$ cat config.mk
export PLATFORM = sky130hd
export DESIGN_NAME = stream_demux_1ton_flat
export DESIGN_NICKNAME = d
export VERILOG_FILES = /design/src/rtl/stream_demux_1ton_pkg.sv /design/src/rtl/stream_demux_1ton_if.sv /design/src/rtl/stream_demux_1ton_slot.sv /design/src/rtl/stream_demux_1ton.sv /design/src/flat_wrapper.sv
export SDC_FILE = /design/constraint.sdc
export NUM_CORES = 1
export LEC_CHECK = 0
export CAP_MARGIN = 10
export CORE_ASPECT_RATIO = 0.7
export CORE_MARGIN = 1
export CORE_UTILIZATION = 53
export CTS_BUF_LIST = sky130_fd_sc_hd__clkbuf_2
export CTS_CLUSTER_DIAMETER = 30
export DETAILED_ROUTE_END_ITERATION = 8
export PLACE_DENSITY = 0.95
export SKIP_LAST_GASP = 1
export SYNTH_ARGS = -nofsm -noshare
export SYNTH_HDL_FRONTEND = slang
export SYNTH_SLANG_ARGS = --single-unit
$ cat constraint.sdc
create_clock -name clk -period 5.15 [get_ports clk]
set_input_delay 1.03 -clock clk [delete_from_list [all_inputs] [get_ports clk]]
set_output_delay 1.03 -clock clk [all_outputs]
set_load 0.02 [all_outputs]
$ cat src/rtl/stream_demux_1ton_pkg.sv
// Shared types and helpers for the 1-to-N stream demultiplexer.
// The FSM state enum and the destination range check live here so the top and bench agree.
package demux_pkg;

    typedef enum logic [1:0] {
        IDLE = 2'd0,
        FWD  = 2'd1,
        DROP = 2'd2
    } demux_state_e;

    // A destination index is usable only when it names an existing channel.
    function automatic logic sel_valid(input int sel, input int n);
        return (sel >= 0) && (sel < n);
    endfunction

endpackage

$ cat src/rtl/stream_demux_1ton_if.sv
// Bundle of the input stream, the N output streams and the drop flag of the demultiplexer.
// The master modport is the side that sources beats and sinks channels; slave is the demux itself.
interface stream_demux_1ton_if #(
    parameter int WIDTH = 32,
    parameter int N     = 8
);
    localparam int SW = $clog2(N);

    logic             s_valid;
    logic             s_ready;
    logic [WIDTH-1:0] s_data;
    logic [SW-1:0]    s_sel;
    logic             s_last;

    logic [N-1:0]     m_valid;
    logic [N-1:0]     m_ready;
    logic [WIDTH-1:0] m_data [0:N-1];
    logic [N-1:0]     m_last;

    logic             err_drop;

    modport master (
        output s_valid, s_data, s_sel, s_last, m_ready,
        input  s_ready, m_valid, m_data, m_last, err_drop
    );

    modport slave (
        input  s_valid, s_data, s_sel, s_last, m_ready,
        output s_ready, m_valid, m_data, m_last, err_drop
    );

endinterface

$ cat src/rtl/stream_demux_1ton_slot.sv
// One-entry registered output slot; it can take a new beat when empty or being drained,
// so a channel whose consumer keeps m_ready high sustains one beat per cycle.
module demux_out_slot #(
    parameter int WIDTH = 32
) (
    input  logic             clk,
    input  logic             rst_n,
    input  logic             wr_en,
    input  logic [WIDTH-1:0] wr_data,
    input  logic             wr_last,
    output logic             m_valid,
    input  logic             m_ready,
    output logic [WIDTH-1:0] m_data,
    output logic             m_last,
    output logic             can_accept
);

    assign can_accept = !m_valid || m_ready;

    // A write wins over a drain, so a slot refilled while draining stays valid with the new beat.
    always_ff @(posedge clk or negedge rst_n) begin
        if (!rst_n) begin
            m_valid <= 1'b0;
            m_data  <= '0;
            m_last  <= 1'b0;
        end else if (wr_en) begin
            m_valid <= 1'b1;
            m_data  <= wr_data;
            m_last  <= wr_last;
        end else if (m_ready) begin
            m_valid <= 1'b0;
        end
    end

endmodule

$ cat src/rtl/stream_demux_1ton.sv
// Routes a valid/ready packet stream to one of N registered output channels, with the
// destination locked on the first beat and out-of-range destinations discarded.
module stream_demux_1ton
    import demux_pkg::*;
#(
    parameter int WIDTH = 32,
    parameter int N     = 8
) (
    input logic                clk,
    input logic                rst_n,
    stream_demux_1ton_if.slave bus
);

    localparam int SW = $clog2(N);

    demux_state_e     state_q;
    demux_state_e     state_d;
    logic [SW-1:0]    dst_q;
    logic [SW-1:0]    cur_dst;
    logic             cur_ok;
    logic             accept;
    logic             drop_start;
    logic             err_q;

    logic [N-1:0]     slot_can;
    logic [N-1:0]     wr_en;
    logic [N-1:0]     slot_valid;
    logic [N-1:0]     slot_last;
    logic [WIDTH-1:0] slot_data [0:N-1];

    always_ff @(posedge clk or negedge rst_n) begin
        if (!rst_n) begin
            state_q <= IDLE;
        end else begin
            state_q <= state_d;
        end
    end

    always_comb begin
        state_d = state_q;
        unique case (state_q)
            IDLE: if (accept && !bus.s_last) state_d = cur_ok ? FWD : DROP;
            FWD:  if (accept && bus.s_last)  state_d = IDLE;
            DROP: if (accept && bus.s_last)  state_d = IDLE;
            default: state_d = IDLE;
        endcase
    end

    // In IDLE the live s_sel steers the beat; afterwards the locked dst_q does.
    // DROP leaves cur_ok low so the source is always ready and nothing is written.
    always_comb begin
        cur_dst     = (state_q == IDLE) ? bus.s_sel : dst_q;
        cur_ok      = (state_q == FWD) ||
                      ((state_q == IDLE) && sel_valid(int'(bus.s_sel), N));
        bus.s_ready = 1'b0;
        if (rst_n) begin
            bus.s_ready = cur_ok ? slot_can[cur_dst] : 1'b1;
        end
        accept      = bus.s_valid && bus.s_ready;
        drop_start  = accept && (state_q == IDLE) && !cur_ok;
        wr_en       = '0;
        for (int i = 0; i < N; i++) begin
            wr_en[i] = accept && cur_ok && (cur_dst == SW'(i));
        end
    end

    always_ff @(posedge clk or negedge rst_n) begin
        if (!rst_n) begin
            dst_q <= '0;
            err_q <= 1'b0;
        end else begin
            err_q <= drop_start;
            if ((state_q == IDLE) && accept && !bus.s_last && cur_ok) begin
                dst_q <= bus.s_sel;
            end
        end
    end

    for (genvar g = 0; g < N; g++) begin : g_slot
        demux_out_slot #(.WIDTH(WIDTH)) u_slot (
            .clk        (clk),
            .rst_n      (rst_n),
            .wr_en      (wr_en[g]),
            .wr_data    (bus.s_data),
            .wr_last    (bus.s_last),
            .m_valid    (slot_valid[g]),
            .m_ready    (bus.m_ready[g]),
            .m_data     (slot_data[g]),
            .m_last     (slot_last[g]),
            .can_accept (slot_can[g])
        );
    end

    assign bus.m_valid  = slot_valid;
    assign bus.m_last   = slot_last;
    assign bus.m_data   = slot_data;
    assign bus.err_drop = err_q;

endmodule

$ cat src/flat_wrapper.sv
// flat-port wrapper written by rule: the top's interface ports become plain ports
module stream_demux_1ton_flat import demux_pkg::*;
#(
    parameter int WIDTH = 32,
    parameter int N     = 8
)
  (clk, rst_n, bus_s_valid, bus_s_data, bus_s_sel, bus_s_last, bus_m_ready, bus_s_ready, bus_m_valid, bus_m_data, bus_m_last, bus_err_drop);
  stream_demux_1ton_if #(.WIDTH(WIDTH), .N(N)) bus_i ();
  input logic clk;
  input logic rst_n;
  input wire logic [$bits(bus_i.s_valid)-1:0] bus_s_valid;
  input wire logic [$bits(bus_i.s_data)-1:0] bus_s_data;
  input wire logic [$bits(bus_i.s_sel)-1:0] bus_s_sel;
  input wire logic [$bits(bus_i.s_last)-1:0] bus_s_last;
  input wire logic [$bits(bus_i.m_ready)-1:0] bus_m_ready;
  output wire logic [$bits(bus_i.s_ready)-1:0] bus_s_ready;
  output wire logic [$bits(bus_i.m_valid)-1:0] bus_m_valid;
  output wire logic [$bits(bus_i.m_data)-1:0] bus_m_data;
  output wire logic [$bits(bus_i.m_last)-1:0] bus_m_last;
  output wire logic [$bits(bus_i.err_drop)-1:0] bus_err_drop;
  assign bus_i.s_valid = bus_s_valid;
  assign bus_i.s_data = bus_s_data;
  assign bus_i.s_sel = bus_s_sel;
  assign bus_i.s_last = bus_s_last;
  assign bus_i.m_ready = bus_m_ready;
  assign bus_s_ready = bus_i.s_ready;
  assign bus_m_valid = bus_i.m_valid;
  assign bus_m_data = {>>{bus_i.m_data}};
  assign bus_m_last = bus_i.m_last;
  assign bus_err_drop = bus_i.err_drop;
  stream_demux_1ton #(.WIDTH(WIDTH), .N(N)) u_core (.clk(clk), .rst_n(rst_n), .bus(bus_i));
endmodule
==> summary.txt <==
Status
  – Result of the run: finished clean

Route
  – Routed WL per cell: around 22 um
  – DRC Markers: 0
  – Antenna viol nets, final: 0
  – Number of detailed-route iterations in the first pass: 6
  – Vias per cell: roughly 5.4
  – Sum of routed wire length over all layers: between 20000 and 30000 um
  – Via Count: 7157
  – Violation count after the first detailed-routing iteration: about 340

Synthesis
  – Sequential fraction of the synthesis area: 63.34%
  – Count of synthesis-stage warnings from yosys: 0
  – Post-synth design cell area: ~0.011 mm^2
  – Most instantiated library cell after synthesis: sky130_fd_sc_hd__dfrtp_1
  – Post-synth net total: around 700
  – Most instantiated flip-flop cell in the synthesis netlist: sky130_fd_sc_hd__dfrtp_1
  – Per-instance average area after synthesis: 16.47 um^2
  – Library cell occupying the most area in the post-synthesis netlist: sky130_fd_sc_hd__dfrtp_1
  – Instance count of the mapped netlist: between 600 and 700
  – Distinct cell type count of the synthesized netlist: 37
  – Number of enable flip-flop cells after synthesis: 0
  – Area contributors post-synth: sky130_fd_sc_hd__dfrtp_1 (63%), sky130_fd_sc_hd__mux2_2 (24%), sky130_fd_sc_hd__mux2_4 (4.5%), sky130_fd_sc_hd__buf_4 (2.5%), sky130_fd_sc_hd__buf_6 (0.72%)
  – Post-synthesis sequential element count: 278
  – Ranking of synthesized cells by instance count: sky130_fd_sc_hd__dfrtp_1 (278), sky130_fd_sc_hd__mux2_2 (233), sky130_fd_sc_hd__buf_4 (36), sky130_fd_sc_hd__mux2_4 (33)
  – Area share of the leading cell type in the synthesized netlist: 63.34%
  – Post-synthesis async set-or-reset flop share: 100.0%

STA
  – RSZ-0062 raised after global routing: false
  – Worst setup slack after layout: roughly 0.32 ns
  – Post-route fraction of the period consumed by the critical path: 93.84%
  – Time the final worst path needs with I/O delays and setup: slightly below 5 ns
  – Tightest Pin Transition: around 1.0 ns
  – Final number of max-transition violations: 0
  – Hold Vio Cnt, Final: 0
  – Setup TNS after final layout: 0 ns
  – Fmax: ~210 MHz
  – Clock tree skew after final layout: around 0.10 ns
  – Worst slack on hold paths: 0.1437 ns
  – Relative max-transition margin: between 30% and 40%
  – Setup violations, final: 0

Clocking
  – Library cell used as clock root buffer: sky130_fd_sc_hd__clkbuf_2
  – CTS buffer count: 67
  – CTS tree: yes
  – Clock slew seen by the registers of the worst setup and hold paths: 0.12 ns
  – Hold-fix buffer count after cts: 0
  – Clock network latency to the later pin of the worst-skew pair: between 0.7 and 0.8 ns
  – Clock Tree Buf Depth: 3
  – Number of setup buffers added after CTS: 0
  – # H-tree levels: 3
  – Number of resized instances in the post-cts repair step: 0
  – Sink Count: ~280

Global route
  – Via count of the first global-routing pass: 7784
  – GRT Total Usage: between 20% and 30%
  – Maximum number of pins on one net before global-route repair: 84
  – Total overflow reported by the global router: 0
  – First-pass GRT wire length: about 45000 um
  – Initial antenna violation count: 0

Critical path
  – Endpoint class of the critical path: primary output
  – Register-to-register setup slack: between 1 and 1.5 ns
  – Crit path arrival time: roughly 3.8 ns
  – Crit path required time: 4.12 ns
  – Startpoint of the most critical register-to-register path: u_core.state_q[0]
  – Element type at the critical path start: flop
  – Slowest stage delay, CP: between 0.5 and 0.6 ns
  – Cell-by-cell listing of the critical path: inv_1 -> ha_1 -> mux2i_4 -> mux2i_1 -> o221ai_1 -> o21a_1 -> clkdlybuf4s50_1
  – Number of buffer and inverter instances along the worst setup path: 2
  – R2R cell count: 8
  – Start-to-end type of the worst setup path: flop to primary output
  – Worst reg2reg endpoint: u_core.g_slot[5].u_slot.m_data[11]
  – Max stage delay cell, worst path: sky130_fd_sc_hd__clkdlybuf4s50_1
  – Delay-heaviest family, CP: multiplexers
  – Maximum fanout count along the critical path: 12

Cells and area
  – Proportion of layout cells with a drive suffix above 1: 37.15%
  – # nets final: 1074
  – Synthesis-to-finish area growth: 36.22%
  – Antenna diode instance count: 0
  – Final cell area excluding filler cells: ~0.015 mm^2

Placed design
  – Final HPWL DP: approximately 20000 um
  – Worst setup slack before clock tree synthesis: approximately 0.7 ns
  – Final estimated routing congestion in global placement: 0.8781
  – Port Buffer Count: 320
  – Cell area after placement: ~0.014 mm^2

Power
  – Static power due to leakage: roughly 6.9 nW
  – Power density over the cells: around 660 mW/mm^2
  – Power Total: ~9.8 mW
  – Maximum vdd drop: 0.3843 mV

Floorplan
  – Starting density of the core: 54.73%
  – Floorplan die height: between 100 and 150 um
  – Number of placed I/O pins: approximately 320
  – Horizontal die dimension: between 150 and 200 um
  – Total die area: 0.02131 mm^2
  – Std-Cell Rows: between 40 and 50
  – Area of the core region: 0.02007 mm^2

Min path
  – Hold Path Class: input pin to asynchronous set/reset pin

Run
  – Max-capacitance violation count: 0
## cell families after synthesis
group / Yosys count / synth area share (%)
flip-flops: 278 / 63.34
buffers and inverters: 51 / 3.452
multiplexers: 272 / 29.07
adder cells (fa/ha/maj): 2 / 0.2278
AND/OR/NAND/NOR: 36 / 1.675
other: 1 / 0.03414
AO/OA/AOI/OAI: 27 / 2.199
## worst reg2reg max path, delay by kind of cell (launching register included)
| kind | cells | cell delay, ns |
|---|---|---|
| flip-flops | 1 | 0.41 |
| buffers and inverters | 2 | 0.49 |
| adder cells (fa/ha/maj) | 1 | 0.50 |
| AO/OA/AOI/OAI | 2 | 1.07 |
| multiplexers | 3 | 1.26 |
## stage by stage
step | util, % | instances
2_1_floorplan | - | 667
3_3_place_gp | 71.61 | 1226
3_5_place_dp | 71.61 | 1226
4_1_cts | 74.55 | 1336
5_1_grt | 74.55 | 1336
6_report | 74.55 | 1336
## metal layers
metal | GRT usage, % | routed length, um | vias to the layer above
li1 | - | - | 3097
met1 | 35.25 | 12110 | 3663
met2 | 43.90 | 13440 | 321
met3 | 11.46 | 2803 | 76
met4 | 10.75 | 688 | 0
met5 | 0 | 0 | -
## worst max-delay path by stage
stage                              to  slack, ns         startpoint  cells after the start
after global routing      bus_s_ready       0.05  u_core.state_q[0]                      7
final                     bus_s_ready       0.32  u_core.state_q[0]                      7
after global placement    bus_s_ready       0.87       bus_s_sel[0]                      6
after detailed placement  bus_s_ready       0.71       bus_s_sel[0]                      6
after CTS                 bus_s_ready       0.30  u_core.state_q[0]                      7
after floorplan           bus_s_ready       1.97       bus_s_sel[0]                      4
## cell usage in the layout, fill, tap and decap left out, types with 2 or more instances in the layout
cell type	count
sky130_fd_sc_hd__clkdlybuf4s50_1	319
sky130_fd_sc_hd__dfrtp_1	278
sky130_fd_sc_hd__mux2_2	233
sky130_fd_sc_hd__clkbuf_2	96
sky130_fd_sc_hd__mux2_4	33
sky130_fd_sc_hd__nand2b_1	9
sky130_fd_sc_hd__nor2_1	9
sky130_fd_sc_hd__buf_4	9
sky130_fd_sc_hd__nand2_1	8
sky130_fd_sc_hd__inv_1	7
sky130_fd_sc_hd__clkinv_1	7
sky130_fd_sc_hd__o21ai_4	6
sky130_fd_sc_hd__o21ai_0	5
sky130_fd_sc_hd__mux2i_1	4
sky130_fd_sc_hd__buf_12	4
sky130_fd_sc_hd__inv_2	3
sky130_fd_sc_hd__a2bb2oi_1	2
sky130_fd_sc_hd__nand4_1	2
sky130_fd_sc_hd__nor3b_1	2
sky130_fd_sc_hd__o211ai_1	2
sky130_fd_sc_hd__nor3_1	2
sky130_fd_sc_hd__ha_1	2
sky130_fd_sc_hd__bufinv_16	2
## flip-flops by register name (all words and copies together), names as in the netlist
signal                        flops
u_core.dst_q                      3
u_core.state_q                    2
u_core.g_slot.u_slot.m_valid      8
u_core.bus.err_drop               1
u_core.g_slot.u_slot.m_last       8
u_core.g_slot.u_slot.m_data     256
## where the power goes
| group | internal [mW] | total [mW] | switching, mW |
|---|---|---|---|
| registers | 3.11 | 3.64 | 0.527 |
| logic | 2.45 | 4.74 | 2.29 |
| clock network | 0.593 | 1.45 | 0.852 |
## layout make-up
cell class              instances  area, um^2
flip-flops and latches        278        6957
fillers                      1192        5107
multi-input cells             338        3694
repair buffers                333        3356
clock buffers                  96       480.5
well taps                     270       337.8
clock inverters                14       110.1
inverters                       7       26.28
Power figures use the tool's default switching activity.
